<file path="config.mk">
export PLATFORM = sky130hd
export DESIGN_NAME = dijkstra_sequencer
export DESIGN_NICKNAME = d
export VERILOG_FILES = /design/src/rtl/dijkstra_pkg.sv /design/src/rtl/dijkstra_sequencer_phase_timer.sv /design/src/rtl/dijkstra_sequencer.sv
export SDC_FILE = /design/constraint.sdc
export NUM_CORES = 1
export LEC_CHECK = 0
export CAP_MARGIN = 30
export CORE_AREA = 2 2 179 181
export DETAILED_ROUTE_END_ITERATION = 10
export DIE_AREA = 0 0 181 183
export PLACE_DENSITY = 0.47
export SETUP_SLACK_MARGIN = 0.1
export SLEW_MARGIN = 40
export SYNTH_ARGS = -nofsm -noshare
export SYNTH_HDL_FRONTEND = slang
export SYNTH_HIERARCHICAL = 1
export SYNTH_SLANG_ARGS = --single-unit
</file>
<file path="constraint.sdc">
create_clock -name clk -period 2.72 [get_ports clk]
set_input_delay 0.408 -clock clk [delete_from_list [all_inputs] [get_ports clk]]
set_output_delay 0.408 -clock clk [all_outputs]
set_load 0.05 [all_outputs]
</file>
<file path="src/rtl/dijkstra_pkg.sv">
// Shared types for the Dijkstra route engine: node ids, distances
// and the run sequencer state encoding.
package dijkstra_pkg;

  localparam int MAX_NODES_DEF = 15;
  localparam int NODE_W        = 9;
  localparam int DIST_W        = 14;
  localparam int RUN_W         = 24;

  typedef logic [NODE_W-1:0] node_id_t;
  typedef logic [DIST_W-1:0] dist_t;

  typedef enum logic [2:0] {
    S_IDLE,
    S_TBL_INIT,
    S_SRC_INIT,
    S_LOOP,
    S_DONE
  } state_e;

endpackage

</file>
<file path="src/rtl/dijkstra_sequencer_phase_timer.sv">
// Per-phase watchdog: reloads on phase entry, flags when the phase
// has lasted LIMIT cycles.
module phase_timer #(
  parameter int LIMIT = 65535
) (
  input  logic clk_i,
  input  logic rst_ni,
  input  logic load_i,
  input  logic en_i,
  output logic expired_o
);

  localparam int W = $clog2(LIMIT + 1);

  logic [W-1:0] cnt_q;

  // cnt_q equals the 1-based cycle index within the current phase
  always_ff @(posedge clk_i or negedge rst_ni) begin
    if (!rst_ni) begin
      cnt_q <= '0;
    end else if (load_i) begin
      cnt_q <= W'(1);
    end else if (en_i && !expired_o) begin
      cnt_q <= cnt_q + W'(1);
    end
  end

  assign expired_o = (cnt_q == W'(LIMIT));

endmodule

</file>
<file path="src/rtl/dijkstra_sequencer.sv">
// Route-run sequencer: table init, source init, relaxation loop,
// with abort, per-phase timeout, run-length count and address muxing.
module dijkstra_sequencer
  import dijkstra_pkg::*;
#(
  parameter int MAX_NODES      = MAX_NODES_DEF,
  parameter int TIMEOUT_CYCLES = 65535
) (
  input  logic                      clk,
  input  logic                      reset,
  input  logic                      req_valid,
  input  node_id_t                  req_start_id,
  output logic                      req_ready,
  input  logic                      abort,
  output logic                      tbl_init_start,
  input  logic                      tbl_init_done,
  output logic                      src_init_start,
  input  logic                      src_init_done,
  output logic                      loop_start,
  input  logic                      loop_done,
  output node_id_t                  start_id,
  input  node_id_t [MAX_NODES-1:0]  init_rd_addr,
  input  node_id_t [MAX_NODES-1:0]  loop_rd_addr,
  output node_id_t [MAX_NODES-1:0]  rd_addr,
  output logic                      busy,
  output logic                      done,
  output logic                      timeout_err,
  output logic [RUN_W-1:0]          run_cycles
);

  state_e           state_q, state_d;
  logic             accept, timed, expired, entry, time_up;
  logic             tbl_go_q, src_go_q, loop_go_q;
  logic             tbl_go_d, src_go_d, loop_go_d;
  logic [1:0]       sel_q, sel_d;
  node_id_t         start_id_q;
  logic             err_q;
  logic [RUN_W-1:0] cyc_q, run_q;

  assign accept  = req_valid && req_ready;
  assign timed   = state_q inside {S_TBL_INIT, S_SRC_INIT, S_LOOP};
  assign time_up = timed && expired && !abort;
  assign entry   = (state_d != state_q);

  phase_timer #(
    .LIMIT(TIMEOUT_CYCLES)
  ) u_timer (
    .clk_i    (clk),
    .rst_ni   (reset),
    .load_i   (entry),
    .en_i     (timed),
    .expired_o(expired)
  );

  always_ff @(posedge clk or negedge reset) begin
    if (!reset) state_q <= S_IDLE;
    else        state_q <= state_d;
  end

  // A done is only honoured once its own start pulse has dropped
  always_comb begin
    state_d = state_q;
    unique case (state_q)
      S_IDLE:     if (accept) state_d = S_TBL_INIT;
      S_TBL_INIT: if (tbl_init_done && !tbl_go_q) state_d = S_SRC_INIT;
      S_SRC_INIT: if (src_init_done && !src_go_q) state_d = S_LOOP;
      S_LOOP:     if (loop_done && !loop_go_q) state_d = S_DONE;
      S_DONE:     state_d = S_IDLE;
      default:    state_d = S_IDLE;
    endcase
    if (time_up) state_d = S_IDLE;
    if (abort && state_q != S_IDLE) state_d = S_IDLE;
  end

  always_comb begin
    req_ready = (state_q == S_IDLE) && reset;
    busy      = (state_q != S_IDLE);
    done      = (state_q == S_DONE);
    tbl_go_d  = entry && (state_d == S_TBL_INIT);
    src_go_d  = entry && (state_d == S_SRC_INIT);
    loop_go_d = entry && (state_d == S_LOOP);
    sel_d     = {state_d == S_LOOP, state_d == S_SRC_INIT};
    rd_addr   = '0;
    unique case (1'b1)
      sel_q[0]: rd_addr = init_rd_addr;
      sel_q[1]: rd_addr = loop_rd_addr;
      default:  rd_addr = '0;
    endcase
  end

  always_ff @(posedge clk or negedge reset) begin
    if (!reset) begin
      tbl_go_q   <= 1'b0;
      src_go_q   <= 1'b0;
      loop_go_q  <= 1'b0;
      sel_q      <= '0;
      start_id_q <= '0;
      err_q      <= 1'b0;
      cyc_q      <= '0;
      run_q      <= '0;
    end else begin
      tbl_go_q  <= tbl_go_d;
      src_go_q  <= src_go_d;
      loop_go_q <= loop_go_d;
      sel_q     <= sel_d;
      if (accept) begin
        start_id_q <= req_start_id;
        err_q      <= 1'b0;
        cyc_q      <= RUN_W'(1);
      end else begin
        if (time_up) err_q <= 1'b1;
        if (timed && cyc_q != '1) cyc_q <= cyc_q + RUN_W'(1);
      end
      if (state_q == S_DONE) run_q <= cyc_q;
    end
  end

  assign tbl_init_start = tbl_go_q;
  assign src_init_start = src_go_q;
  assign loop_start     = loop_go_q;
  assign start_id       = start_id_q;
  assign timeout_err    = err_q;
  assign run_cycles     = run_q;

endmodule

</file>
==> impl_summary.md, run 1 <==
CTS
The number of buffers on the longest clock path is 2. Gates resized during post-CTS repair numbered 0. Counting every sink on the clock net gives 82. The clock transition at the register clock pins on the worst setup and hold paths after CTS is 0.06 ns.

In this run, CTS created clock tree buffers numbering 9. TritonCTS built the clock tree. In this run, post-CTS hold repair placed 0 buffers.

The latest clock arrival within the worst-skew pair is 0.33 ns. The root buffer cell chosen for the clock tree is sky130_fd_sc_hd__clkbuf_16. Buffers added to address setup during post-CTS repair amount to 0. The maximum level of the CTS H-tree is 3.

Floorplan
The vertical die dimension is 183 um. Row generation in the floorplan step produced 65 rows. The core box area is ~31000 sq um. In this run the count of I/O pins placed on the die edge is roughly 460. The width of the die is 181 um. The die covers roughly 33000 sq um. The initial utilization of the core area, before any placement, comes to 0.166.

Synth
The area share of and/or/nand/nor cells after synthesis is 0.179. Synthesis inferred roughly 80 register bits. The number of warnings issued by yosys is 6. After synthesis, the share of cell area in mux cells is 0.0760.

The average footprint of a synthesized cell is about 9.5 sq um. The top cell type's share of synthesized area is 0.397. The post-synthesis compound-gate area fraction is 0.289.

Of the total synthesized cell area, the portion taken by XOR and XNOR cells is 0.0102. The distinct cell type count after synthesis is 51. By count the netlist is led by sky130_fd_sc_hd__a22o_1 (135), sky130_fd_sc_hd__dfrtp_1 (82), sky130_fd_sc_hd__nand2_1 (60).

The post-synthesis adder-cell area fraction is 0.00484. The combinational family with the most area after synthesis is compound AO/OA/AOI/OAI gates. The total nets after synthesis is between 800 and 900. The share of flip-flops with an asynchronous set or reset is 1.00. Of all cell types, the one taking the most synthesized area is sky130_fd_sc_hd__dfrtp_1. The cell count after synthesis is 544. The sequential element share of the synthesized area is 0.397. Sorting the synthesized cells by area gives the leading types as sky130_fd_sc_hd__dfrtp_1 (40%), sky130_fd_sc_hd__a22o_1 (23%), sky130_fd_sc_hd__mux2_2 (5.7%). The count of flip-flops with a built-in enable after synthesis is 0. The cell area that synthesis handed to floorplanning was just over 5000 sq um. Yosys instantiated no cell more often than sky130_fd_sc_hd__a22o_1. The primary flip-flop cell chosen by synthesis mapping is sky130_fd_sc_hd__dfrtp_1.

Routing
In the routed layout, each cell is associated on average with a via count of 4.51. The final route contains 6334 vias. The post-route DRC violation count is 0. The number of nets still failing antenna checks after routing is 0.

The count of TritonRoute iterations in the first routing pass is 5. The first routing iteration left approximately 330 violations. The final routed wire length divided by cell count is approximately 24 um. The routed design has roughly 34000 um of wire.

Status
The run finished with clean final reports.

STA
The number of max-slew violations in the final report is 0. Static timing analysis puts the maximum clock frequency at 406 MHz. Measured against its own limit, the worst slew margin works out to 0.561. The post-route worst hold slack is 0.199 ns. The time the worst path needs with I/O delays and setup is 2.46 ns. The number of failing hold endpoints at the final stage is 0.

For the final database, setup skew stands at ~0.006 ns. For the pin with the worst max-slew slack, the measured transition is 0.658 ns. The setup total negative slack is 0 ns. Setup violations remaining at the end of the flow were counted as 0. The part of the cycle the worst path needs is 0.906. Setup repair after global routing left no endpoint under its margin.

GRT
The first global-routing pass estimated 46800 um of wire. The global-route usage over all layers is 0.195. The maximum number of pins on one net before global-route repair is 48. The total grt overflow is 0. The initial antenna violation count was 18. The number of global-route vias before repair is 6368.

Pwr
Of the total power, the clock network draws 0.184. The switching part of the total power is 0.449. The leakage power is 4.63 nW.

The share of total power in sequential cells is 0.221. The internal power consumption is 3.97 mW. The cell area power density is around 650 nW/um^2. The maximum resistive drop on vdd is 0.518 mV. Of the total power, combinational logic draws 0.595. The analysis attributes to net switching a power of 3.24 mW.

Placement
The detailed-placement wirelength estimate is 27500 um. The final RePlAce weighted congestion is between 0.8 and 0.9. The total of buffers placed on input and output ports is between 400 and 500.

Critical path
The worst setup path is of the flop to flop kind. The worst setup path is launched from a flop. The required arrival time at the worst endpoint is 2.98 ns. The maximum net fanout on the critical path is 10. Data on the critical path arrives at its endpoint at 2.72 ns. STA classifies the critical path endpoint as a flop.

Flow run
The total of max-cap violations is 0.

Finish
The fraction of the core area covered by cells at the end of the flow is 0.357. The share of post-route cells with drive strength above 1 is 0.218. Relative to the synthesized area, the layout overhead comes to 116%. The net total in the final layout is 1279.

Worst hold path
The worst hold path belongs to the class primary input to async pin.
-- layout make-up --
cell class,count,area [sq um]
antenna,7,17.5
clock buffer,11,243
clock inverter,5,77.6
fill,3137,20100
inverter,9,33.8
multi-input combinational,408,2900
sequential,82,2060
tap,402,503
timing repair buffer,481,5320
-- routing by layer --
metal	routed length, um	GRT usage	vias to the layer above
met4	348	0.0312	24
met2	14600	0.296	265
met5	146	0	-
met1	13900	0.248	2992
met3	4570	0.107	44
li1	-	-	3009
-- layout by cell type (no fill, tap or decap), types with 3 or more instances in the layout --
cell / synthesis / layout
sky130_fd_sc_hd__nand4_1: 11 / 11
sky130_fd_sc_hd__mux2i_1: 10 / 10
sky130_fd_sc_hd__nand2_1: 60 / 60
sky130_fd_sc_hd__buf_4: 0 / 87
sky130_fd_sc_hd__mux2_2: 26 / 26
sky130_fd_sc_hd__clkbuf_16: 0 / 9
sky130_fd_sc_hd__buf_12: 0 / 72
sky130_fd_sc_hd__nor2b_1: 7 / 7
sky130_fd_sc_hd__xnor2_1: 6 / 6
sky130_fd_sc_hd__nor4_1: 12 / 11
sky130_fd_sc_hd__nand3_1: 17 / 17
sky130_fd_sc_hd__or3_2: 6 / 6
sky130_fd_sc_hd__nor3_1: 11 / 11
sky130_fd_sc_hd__o31ai_1: 3 / 3
sky130_fd_sc_hd__dfrtp_1: 82 / 80
sky130_fd_sc_hd__a21oi_1: 19 / 19
sky130_fd_sc_hd__nor2_1: 21 / 21
sky130_fd_sc_hd__nand2b_1: 5 / 5
sky130_fd_sc_hd__or4_1: 7 / 7
sky130_fd_sc_hd__o21ai_0: 13 / 13
sky130_fd_sc_hd__a31oi_1: 3 / 3
sky130_fd_sc_hd__diode_2: 0 / 7
sky130_fd_sc_hd__or3_1: 5 / 5
sky130_fd_sc_hd__clkdlybuf4s50_1: 0 / 322
sky130_fd_sc_hd__and3_1: 5 / 5
sky130_fd_sc_hd__a22o_1: 135 / 135
sky130_fd_sc_hd__inv_1: 8 / 8
-- logic make-up (layout without fill, tap and decap cells) --
logic type	after synthesis	in the layout
flops	82	82
other cells	0	7
xor+xnor	6	6
simple gates	178	178
mux	36	36
fa+ha+maj	2	2
buf+inv	54	506
compound gates	186	186
-- worst paths after layout --
check | startpoint | to | slack [ns] | cells after the start
setup / recovery | cyc_q[3]$_DFFE_PN0P_ | cyc_q[21]$_DFFE_PN0P_ | 0.26 | 5
hold / removal | reset | cyc_q[18]$_DFFE_PN0P_ | 0.20 | 2
setup reg to reg | cyc_q[3]$_DFFE_PN0P_ | cyc_q[21]$_DFFE_PN0P_ | 0.26 | 5
hold reg to reg | start_id[7]$_DFFE_PN0N_ | start_id[7]$_DFFE_PN0N_ | 0.48 | 2
max in group asynchronous | reset | sel_q[1]$_DFF_PN0_ | 1.59 | 3
min in group clk | start_id[7]$_DFFE_PN0N_ | start_id[7]$_DFFE_PN0N_ | 0.48 | 2
-- power by group through the flow --
stage | clock, mW | combinational [mW] | sequential (mW)
6_report | 1.33 | 4.29 | 1.59
5_1_grt | 1.41 | 4.48 | 1.63
4_1_cts | 1.36 | 4.33 | 1.60
3_5_place_dp | 0 | 4.30 | 1.61
3_3_place_gp | 0 | 4.32 | 1.61
2_1_floorplan | 0 | 2.07 | 1.83
-- state kept, by name (all words and copies together), names as in the netlist --
| register | cells |
|---|---|
| cyc_q | 24 |
| loop_start | 1 |
| run_cycles | 24 |
| sel_q | 2 |
| src_init_start | 1 |
| start_id | 9 |
| state_q | 3 |
| tbl_init_start | 1 |
| timeout_err | 1 |
| u_timer/cnt_q | 16 |
-- worst max-delay path, cell delays in order, from the launching register on --
cell                       delay, ns
sky130_fd_sc_hd__dfrtp_1        0.46
sky130_fd_sc_hd__nand4_1        0.19
sky130_fd_sc_hd__or4_4          0.56
sky130_fd_sc_hd__a2111o_1       0.52
sky130_fd_sc_hd__or4_1          0.50
sky130_fd_sc_hd__a21oi_1        0.16
-- through the flow --
step | power [mW] | worst slack, ns | cells | area (sq um)
final | 7.21 | 0.257 | 1405 | 11200
after global routing | 7.53 | 0.116 | 1398 | 11100
after CTS | 7.28 | 0.187 | 1398 | 11100
after detailed placement | 5.91 | 0.203 | 1382 | 10800
after global placement | 5.93 | 0.290 | 1382 | 10800
after floorplan | 3.90 | 0.249 | 544 | 5170
Power figures use the tool's default switching activity.
==> run 2, diff against run 1 <==
--- a/config.mk
+++ b/config.mk
@@ -10,8 +10,7 @@
 export DETAILED_ROUTE_END_ITERATION = 10
 export DIE_AREA = 0 0 181 183
 export PLACE_DENSITY = 0.47
-export SETUP_SLACK_MARGIN = 0.1
-export SLEW_MARGIN = 40
+export SLEW_MARGIN = 20
 export SYNTH_ARGS = -nofsm -noshare
 export SYNTH_HDL_FRONTEND = slang
 export SYNTH_HIERARCHICAL = 1
==> results of run 2 <==
No change in the layout: final DEF, timing and power equal those of run 1.
